$ cat config.mk
export PLATFORM = sky130hd
export DESIGN_NAME = cordic_scheduler
export DESIGN_NICKNAME = d
export VERILOG_FILES = /design/src/rtl/cordic_pkg.sv /design/src/rtl/rr_arbiter.sv /design/src/rtl/cordic_scheduler.sv
export SDC_FILE = /design/constraint.sdc
export NUM_CORES = 1
export LEC_CHECK = 0
export CAP_MARGIN = 0
export CORE_AREA = 2 2 275 277
export DETAILED_ROUTE_END_ITERATION = 16
export DIE_AREA = 0 0 277 279
export PLACE_DENSITY = 0.4
export SYNTH_ARGS = -nofsm -noshare
export SYNTH_HDL_FRONTEND = slang
export SYNTH_SLANG_ARGS = --single-unit
$ cat constraint.sdc
create_clock -name clk -period 5.3 [get_ports clk]
set_input_delay 0.795 -clock clk [delete_from_list [all_inputs] [get_ports clk]]
set_output_delay 0.795 -clock clk [all_outputs]
set_load 0.05 [all_outputs]
$ cat src/rtl/cordic_pkg.sv
// Shared definitions for the cordic scheduler: coordinate/operation mode encodings,
// the FSM state type and the Q16.16 inverse CORDIC gain.
package cordic_pkg;

    localparam logic [1:0]  CIRCULAR  = 2'b01;
    localparam logic [1:0]  LINEAR    = 2'b00;
    localparam logic        ROTATION  = 1'b0;
    localparam logic        VECTORING = 1'b1;

    // 1/K in Q16.16, used by clients to pre-scale x for unity-gain rotation
    localparam logic [31:0] K_INV     = 32'h0000_9B74;

    typedef enum logic [1:0] {
        IDLE,
        ISSUE,
        WAIT,
        RESP
    } state_t;

endpackage

$ cat src/rtl/rr_arbiter.sv
// Combinational round-robin arbiter. Searches req_i upward from ptr_i, wrapping, and grants
// the first set bit. The pointer register is owned by the instantiating block.
//
// Ports:
//   req_i      request vector
//   ptr_i      index with highest priority this cycle
//   gnt_o      one-hot grant (all zero when no request)
//   gnt_idx_o  binary index of the granted requester
//   any_o      at least one request present
module rr_arbiter #(
    parameter int unsigned N  = 4,
    parameter int unsigned PW = (N > 1) ? $clog2(N) : 1
) (
    input  logic [N-1:0]  req_i,
    input  logic [PW-1:0] ptr_i,
    output logic [N-1:0]  gnt_o,
    output logic [PW-1:0] gnt_idx_o,
    output logic          any_o
);

    logic found;

    always_comb begin
        gnt_o     = '0;
        gnt_idx_o = '0;
        found     = 1'b0;
        for (int unsigned i = 0; i < N; i++) begin
            if (!found && req_i[PW'((32'(ptr_i) + i) % N)]) begin
                found                              = 1'b1;
                gnt_o[PW'((32'(ptr_i) + i) % N)]   = 1'b1;
                gnt_idx_o                          = PW'((32'(ptr_i) + i) % N);
            end
        end
        any_o = found;
    end

endmodule

$ cat src/rtl/cordic_scheduler.sv
// Shares one cordic core between NREQ requesters. Grants round-robin, one operation per
// grant: latches the winner's operands into the core_* registers, pulses core_enable, waits
// for core_valid, then returns the result on resp_* with a one-hot resp_valid to the owner.
//
// Optional feature: define CORDIC_TIMEOUT_EN to add a WAIT-state watchdog. After
// TIMEOUT_CYCLES cycles in WAIT without core_valid the op completes with resp_* = 0 and
// resp_err = 1. Without the macro there is no counter and resp_err is tied to 0.
//
// Ports:
//   clk, rst                        clock, synchronous active-high reset
//   req_valid/req_ready             per-requester handshake (req_ready one-hot)
//   req_mode_op/req_mode_coord      per-requester modes
//   req_x/req_y/req_z               per-requester operands, slice i = [i*WIDTH +: WIDTH]
//   resp_valid                      one-hot 1-cycle result pulse to the owner
//   resp_x/resp_y/resp_z/resp_err   shared result bus, held after the pulse
//   busy                            high in every state except IDLE
//   core_enable                     1-cycle start pulse to the core
//   core_mode_op/core_mode_coord    registered modes to the core
//   core_x/core_y/core_z            registered operands to the core
//   core_x_out/core_y_out/core_z_out, core_valid   core results and done pulse
module cordic_scheduler
    import cordic_pkg::*;
#(
    parameter int unsigned WIDTH          = 32,
    parameter int unsigned NREQ           = 4,
    parameter int unsigned TIMEOUT_CYCLES = 64
) (
    input  logic                  clk,
    input  logic                  rst,
    input  logic [NREQ-1:0]       req_valid,
    output logic [NREQ-1:0]       req_ready,
    input  logic [NREQ-1:0]       req_mode_op,
    input  logic [2*NREQ-1:0]     req_mode_coord,
    input  logic [NREQ*WIDTH-1:0] req_x,
    input  logic [NREQ*WIDTH-1:0] req_y,
    input  logic [NREQ*WIDTH-1:0] req_z,
    output logic [NREQ-1:0]       resp_valid,
    output logic [WIDTH-1:0]      resp_x,
    output logic [WIDTH-1:0]      resp_y,
    output logic [WIDTH-1:0]      resp_z,
    output logic                  resp_err,
    output logic                  busy,
    output logic                  core_enable,
    output logic                  core_mode_op,
    output logic [1:0]            core_mode_coord,
    output logic [WIDTH-1:0]      core_x,
    output logic [WIDTH-1:0]      core_y,
    output logic [WIDTH-1:0]      core_z,
    input  logic [WIDTH-1:0]      core_x_out,
    input  logic [WIDTH-1:0]      core_y_out,
    input  logic [WIDTH-1:0]      core_z_out,
    input  logic                  core_valid
);

    localparam int unsigned PW = $clog2(NREQ);

    if (NREQ < 2 || NREQ > 8 || TIMEOUT_CYCLES < 1) begin : g_param_check
        $error("cordic_scheduler: NREQ must be 2..8 and TIMEOUT_CYCLES >= 1");
    end

    state_t            state_q, state_d;
    logic [PW-1:0]     ptr_q;
    logic [NREQ-1:0]   owner_q;
    logic              core_mode_op_q;
    logic [1:0]        core_mode_coord_q;
    logic [WIDTH-1:0]  core_x_q, core_y_q, core_z_q;
    logic [WIDTH-1:0]  resp_x_q, resp_y_q, resp_z_q;

    logic [NREQ-1:0]   gnt;
    logic [PW-1:0]     gnt_idx;
    logic              any_req;
    logic              accept;
    logic              timeout;

    logic              sel_m;
    logic [1:0]        sel_c;
    logic [WIDTH-1:0]  sel_x, sel_y, sel_z;

    rr_arbiter #(
        .N  (NREQ),
        .PW (PW)
    ) u_arb (
        .req_i     (req_valid),
        .ptr_i     (ptr_q),
        .gnt_o     (gnt),
        .gnt_idx_o (gnt_idx),
        .any_o     (any_req)
    );

    assign accept = (state_q == IDLE) && any_req;

    // Operand mux for the granted requester
    always_comb begin
        sel_m = 1'b0;
        sel_c = '0;
        sel_x = '0;
        sel_y = '0;
        sel_z = '0;
        for (int unsigned i = 0; i < NREQ; i++) begin
            if (gnt_idx == PW'(i)) begin
                sel_m = req_mode_op[i];
                sel_c = req_mode_coord[2*i +: 2];
                sel_x = req_x[i*WIDTH +: WIDTH];
                sel_y = req_y[i*WIDTH +: WIDTH];
                sel_z = req_z[i*WIDTH +: WIDTH];
            end
        end
    end

    // FSM: state register
    always_ff @(posedge clk) begin
        if (rst) begin
            state_q <= IDLE;
        end else begin
            state_q <= state_d;
        end
    end

    // FSM: next state
    always_comb begin
        state_d = state_q;
        unique case (state_q)
            IDLE:    if (any_req) state_d = ISSUE;
            ISSUE:   state_d = WAIT;
            WAIT:    if (core_valid || timeout) state_d = RESP;
            RESP:    state_d = IDLE;
            default: state_d = IDLE;
        endcase
    end

    // FSM: outputs. req_ready is gated during reset so no transfer can be lost to it.
    always_comb begin
        req_ready   = (accept && !rst) ? gnt : '0;
        resp_valid  = (state_q == RESP) ? owner_q : '0;
        busy        = (state_q != IDLE);
        core_enable = (state_q == ISSUE);
    end

    // Datapath: operand latch, round-robin pointer, result capture
    always_ff @(posedge clk) begin
        if (rst) begin
            ptr_q             <= '0;
            owner_q           <= '0;
            core_mode_op_q    <= 1'b0;
            core_mode_coord_q <= '0;
            core_x_q          <= '0;
            core_y_q          <= '0;
            core_z_q          <= '0;
            resp_x_q          <= '0;
            resp_y_q          <= '0;
            resp_z_q          <= '0;
        end else begin
            if (accept) begin
                owner_q           <= gnt;
                ptr_q             <= (gnt_idx == PW'(NREQ - 1)) ? '0 : gnt_idx + PW'(1);
                core_mode_op_q    <= sel_m;
                core_mode_coord_q <= sel_c;
                core_x_q          <= sel_x;
                core_y_q          <= sel_y;
                core_z_q          <= sel_z;
            end
            if (state_q == WAIT) begin
                if (core_valid) begin
                    resp_x_q <= core_x_out;
                    resp_y_q <= core_y_out;
                    resp_z_q <= core_z_out;
                end else if (timeout) begin
                    resp_x_q <= '0;
                    resp_y_q <= '0;
                    resp_z_q <= '0;
                end
            end
        end
    end

`ifdef CORDIC_TIMEOUT_EN
    localparam int unsigned CntW = $clog2(TIMEOUT_CYCLES + 1);

    logic [CntW-1:0] tmo_cnt_q, tmo_cnt_d;
    logic            resp_err_q;

    // Fires on the last of TIMEOUT_CYCLES WAIT cycles; a same-cycle core_valid wins.
    assign timeout = (state_q == WAIT) && !core_valid &&
                     (tmo_cnt_q == CntW'(TIMEOUT_CYCLES - 1));

    always_comb begin
        tmo_cnt_d = tmo_cnt_q;
        if (state_q == ISSUE) begin
            tmo_cnt_d = '0;
        end else if (state_q == WAIT) begin
            tmo_cnt_d = tmo_cnt_q + CntW'(1);
        end
    end

    always_ff @(posedge clk) begin
        if (rst) begin
            tmo_cnt_q  <= '0;
            resp_err_q <= 1'b0;
        end else begin
            tmo_cnt_q <= tmo_cnt_d;
            if (state_q == WAIT) begin
                if (core_valid) begin
                    resp_err_q <= 1'b0;
                end else if (timeout) begin
                    resp_err_q <= 1'b1;
                end
            end
        end
    end

    assign resp_err = resp_err_q;
`else
    assign timeout  = 1'b0;
    assign resp_err = 1'b0;
`endif

    assign core_mode_op    = core_mode_op_q;
    assign core_mode_coord = core_mode_coord_q;
    assign core_x          = core_x_q;
    assign core_y          = core_y_q;
    assign core_z          = core_z_q;
    assign resp_x          = resp_x_q;
    assign resp_y          = resp_y_q;
    assign resp_z          = resp_z_q;

endmodule

# Yosys cells after proc, flatten, opt, wreduce, memory -nomap -nowiden
# Cells that the tools add are included.
# word_totals
regBits	203
input_bits	499
word_cells	106
out_inout_bits	206
# op_classes
n_bitwise	3
n_mux	54
addsub	4
eq_ne	8
n_reduce_logical	18
n_lt_le_gt_ge	8
# op_table
op	count
$mux W32	12
$mux W4	6
$mux W2	11
$mux W1	16
$lt A2 B3 Y1 const B	4
$or A4 B4 Y4	3
$logic_and A1 B1 Y1	9
$bmux W1 S2	4
$demux W1 S2	4
$eq A2 B2 Y1 const B	4
$ge A2 B1 Y1 const B	4
$pmux W2 S4	1
$add A2 B1 Y2 const B	2
$add A2 B2 Y2 const B	2
$eq A2 B1 Y1 const B	2
$logic_not A1 Y1	4
$logic_not A2 Y1	2
$ne A2 B2 Y1 const B	2
$reduce_and A2 Y1	2
$reduce_bool A2 Y1	1

# Logic depth before layout (Yosys ltp)
# depth
depth_word	17
ltp_mapped	18
depth_no_buf	13

# By module
# Synthesis repeated with hierarchy kept, for this count alone.
# hier_totals
cells_unflattened	1123
area_unflattened_um2	9773.1
# modules_own_cells
mod	area_per_inst_um2	n_inst	seq_area_each_um2	cells_each
cordic_scheduler	9354.0	1	4063.9	1078
rr_arbiter	419.2	1	0.0	45

# Worst setup path after synthesis
# OpenSTA, ideal clock, no wires.
# synth_timing
path_type	register to output
startpoint	reg ptr_q[0]
endpoint	out req_ready[0]
path_buffers	1
path_stages_with_launch	9
arrival_time_ns	2.872
t_required_ns	4.505
slack_ns	1.633
path_cell_list	dfxtp_1 buf_6 inv_1 ha_1 or3b_1 a2111oi_2 a211o_2 nand2_1 a31oi_1
# synth_via
elab_chain_len	15
word_cells_on_any_way	51
classes_between	add/sub: 3; order compare: 8; mux: 25; bitwise: 3; reduce/logical: 12
# synth_rtl
element	line	source
start: declaration	cordic_scheduler.sv:62	logic [PW-1:0] ptr_q;
start signal: assignment	cordic_scheduler.sv:155	ptr_q <= (gnt_idx == PW'(NREQ - 1)) ? '0 : gnt_idx + PW'(1);
parallel branches: the longest is 14 deep, another holds $lt A2 B3 Y1	-	
$mux W4 (*)	cordic_scheduler.sv:133	req_ready = (accept && !rst) ? gnt : '0;
end: declaration	cordic_scheduler.sv:31	output logic [NREQ-1:0] req_ready,
# Every way passes the cells marked *. The select of a mux whose other input is x is not followed.

# Final worst setup path
# layout_timing
startpoint	reg ptr_q[0]
endpoint	out req_ready[3]
# The elaborated chain is that of the path after synthesis.

==> reports/metrics.cfg <==
[sta]
period_share=0.901
fin_skew_ps=14.8
max_freq_ghz=0.209
max_slew_margin=0.311
setup_tns_ps=0
tightest_slew_ps=1030
final-hold-violation-count=0
rsz0062_at_grt=false
finalWorstSetupSlack_ps=523
maxSlewViolCount=0
setup_viol=0
min_period_ps=4780

[final_layout]
drive_gt1_frac=0.0463
fillers=8034
areaGrowthSynthToFinish_pct=84.9
fin_area_sq_mm=0.0194
final_net_count=2507
post-route-util=0.262

[synthesis]
synth_top_family_by_area=simple AND/OR/NAND/NOR gates
synthArstFlopShare=0
ys_types=49
yosys_warnings=0
synth_xor_area_frac=0
synth_flop_cell=dfxtp_1
synthesis.nets=1889
synth-seq-cells=203
synth_seq_area_share=0.387
synth-edff-count=0
syn_area_sq_mm=0.0105
netlist_instances=1374
synth-simple-area-share=0.284
synth-compound-area-share=0.237
synth_area_per_cell_sq_um=7.65
synth_mux_area_frac=0.0101
synth_fa_ha_area_frac=0.0190

[floorplan]
rows=100
die_x_um=277
pin_count=705
initial_utilization=0.142
dieArea_sq_mm=0.0773
die_h_um=279
core-area_sq_mm=0.0741

[cts]
htree_num_levels=1
path_clk_slew_ps=60
cts-resized-gates=0
clk-insertion-delay-late_ps=570
cts_tree=done
cts_root_buf=clkbuf_16
cts.path.max_buffers=3
cts_setup_buffers=0
cts_buffers=28
cts_sinks=203
ctsHoldBuffers=0

[worst_setup_path]
cpMaxStageDelayCell=clkdlybuf4s50_1
cpLargestDelayFamily=buffers and inverters
cp-end-kind=output pin
critPathMaxStageDelay_ps=910
cp_cell_sequence=inv_1 > ha_1 > mux2i_1 > mux2i_1 > buf_4 > and2b_4 > a22oi_1 > a31oi_1 > clkdlybuf4s50_1
cp_common_cell=mux2i_1
critPathArrivalTime_ps=3980
reg2reg_depth=14
cp_max_fo=14
critPathKind=reg -> out
reg2reg_slack_ps=1030
rr_startpoint=ptr_q[0]$_SDFFE_PP0N_
startpoint_type=register
cp_num_buf_inv=3
worst_ep_required_time_ps=4510
reg2reg_to=core_z[6]$_SDFFE_PP0N_

[route]
highest_layer=met5
firstDrtPassIters=5
wl_met3_mm=4.13
wl_mm=56.9
post_drt_wl_per_cell_um=19.1
met2WireLength_mm=28.5
vias=12645
postRouteAntennaNets=0
drt-met1-wl_mm=22.7
drt_iter0_markers=439
drc_errors=0
routed_via_density=4.24

[global_routing]
grt_pass1_vias=12722
grt_usage=0.138
antenna_found_initial=5
grt_overflow=0
grt_max_degree=91
grt_pass1_wl_mm=82.6

[run]
drv_cap=0

[place]
hpwl_mm=42.4
post-place-ws_ps=379
port_buffers=703
dpl_cell_area_sq_mm=0.0185
gp_congestion=0.837

[outcome]
status=completed

[hold_path]
whs_path_depth=2
min_from=resp_x[17]$_SDFFE_PP0P_
hp-class=reg -> reg
holdPathEnd=resp_x[17]$_SDFFE_PP0P_

[power]
power-per-cell-area_mw_per_mm2=536
p_leak_nw=6.62
peakVddDrop_v=0.000250

==> cells in the mapped netlist, drive strengths merged (2+ instances only) <==
master / number / area, sq um
a221oi: 98 / 858
mux2: 3 / 33.8
or3b: 2 / 17.5
nand2: 203 / 762
nor2b: 99 / 619
dfxtp: 203 / 4060
or2: 2 / 12.5
nand3b: 2 / 15.0
inv: 8 / 30.0
a311oi: 4 / 35.0
nor2: 116 / 435
nand2b: 2 / 12.5
nand4: 4 / 25.0
buf: 47 / 267
o22ai: 2 / 18.8
o21ai: 11 / 58.8
a21oi: 105 / 526
mux2i: 5 / 50.1
clkbuf: 98 / 368
o21a: 3 / 22.5
a31oi: 8 / 50.1
nor3: 202 / 1010
and2: 5 / 31.3
a22o: 4 / 35.0
a211o: 2 / 18.8
a22oi: 4 / 30.0
or3: 2 / 13.8
ha: 16 / 200
a211oi: 103 / 773
==> final cells by class <==
cell class	instances	area, sq um	share of cell area
antenna	4	10.0	0.000515
clock buffer	37	785	0.0404
clock inverter	11	141	0.00728
inverter	8	30.0	0.00155
multi-input combinational	1018	5850	0.301
sequential	203	4060	0.209
tap	969	1210	0.0624
timing repair buffer	733	7340	0.378
==> per-layer routing <==
metal,track usage,vias up
li1,-,6193
met1,0.157,5912
met2,0.248,470
met3,0.0422,68
met4,0.0411,2
met5,0,-
==> tightest hold or removal path, stage by stage, from the launching register on <==
cell and delay, ps:
dfxtp_1 300, nand2_1 50, a21oi_1 50
==> state kept, by name (all words and copies together) (netlist names) <==
signal and flops:
ptr_q 2, resp_z 32, owner_q 4, resp_y 32
core_mode_coord 2, core_y 32, core_mode_op 1, core_z 32
resp_x 32, core_x 32, state_q 2
==> through the flow <==
step	hold slack (ps)	power (mW)	cells
after floorplan	472	6.33	1374
after global placement	441	8.58	2931
after detailed placement	446	8.59	2931
after CTS	454	10.6	2979
after global routing	471	11.2	2982
final	450	10.4	2983
==> placed cells by master (no fill, tap or decap), types with 2 or more instances in the layout <==
| master | netlist | layout |
|---|---|---|
| clkbuf_1 | 98 | 4 |
| inv_1 | 8 | 8 |
| clkbuf_16 | 0 | 28 |
| nand2b_1 | 2 | 2 |
| dfxtp_1 | 203 | 203 |
| buf_12 | 0 | 6 |
| nand3b_1 | 2 | 2 |
| bufinv_16 | 0 | 3 |
| buf_4 | 3 | 24 |
| o21a_1 | 3 | 3 |
| nor3_1 | 202 | 202 |
| a22o_1 | 4 | 4 |
| mux2i_1 | 5 | 5 |
| nand2_1 | 203 | 202 |
| nor2b_1 | 99 | 98 |
| a22oi_1 | 4 | 4 |
| a311oi_1 | 4 | 4 |
| mux2_2 | 3 | 3 |
| clkinv_2 | 0 | 7 |
| diode_2 | 0 | 4 |
| a31oi_1 | 8 | 8 |
| ha_1 | 16 | 13 |
| a211oi_1 | 103 | 103 |
| o21ai_0 | 9 | 9 |
| nand4_1 | 4 | 4 |
| clkbuf_8 | 0 | 5 |
| and2_1 | 5 | 4 |
| a221oi_1 | 98 | 98 |
| nor2_1 | 116 | 115 |
| ha_4 | 0 | 3 |
| or3b_1 | 2 | 2 |
| a21oi_1 | 105 | 105 |
| clkdlybuf4s50_1 | 0 | 702 |
==> cell families after synthesis <==
group / after synthesis
buf+inv: 153
flops: 203
fa+ha+maj: 16
simple gates: 642
compound gates: 350
mux: 9
other cells: 1
==> report_power, final <==
| part | switching, mW | total [mW] | internal, mW |
|---|---|---|---|
| registers | 0.197 | 2.11 | 1.92 |
| clock network | 0.765 | 1.94 | 1.17 |
| logic | 4.01 | 6.36 | 2.35 |
| total | 4.97 | 10.4 | 5.44 |
==> how the worst max path moves through the flow <==
stage	start	end	slack (ps)	depth (start not counted)
final	ptr_q[0]$_SDFFE_PP0N_	req_ready[3]	520	9
after global routing	ptr_q[0]$_SDFFE_PP0N_	req_ready[3]	330	9
after floorplan	ptr_q[0]$_SDFFE_PP0N_	req_ready[0]	1630	8
after detailed placement	req_valid[2]	core_z[6]$_SDFFE_PP0N_	380	12
after CTS	ptr_q[0]$_SDFFE_PP0N_	req_ready[3]	460	9
after global placement	req_valid[2]	core_z[6]$_SDFFE_PP0N_	420	12
Power figures use the tool's default switching activity.
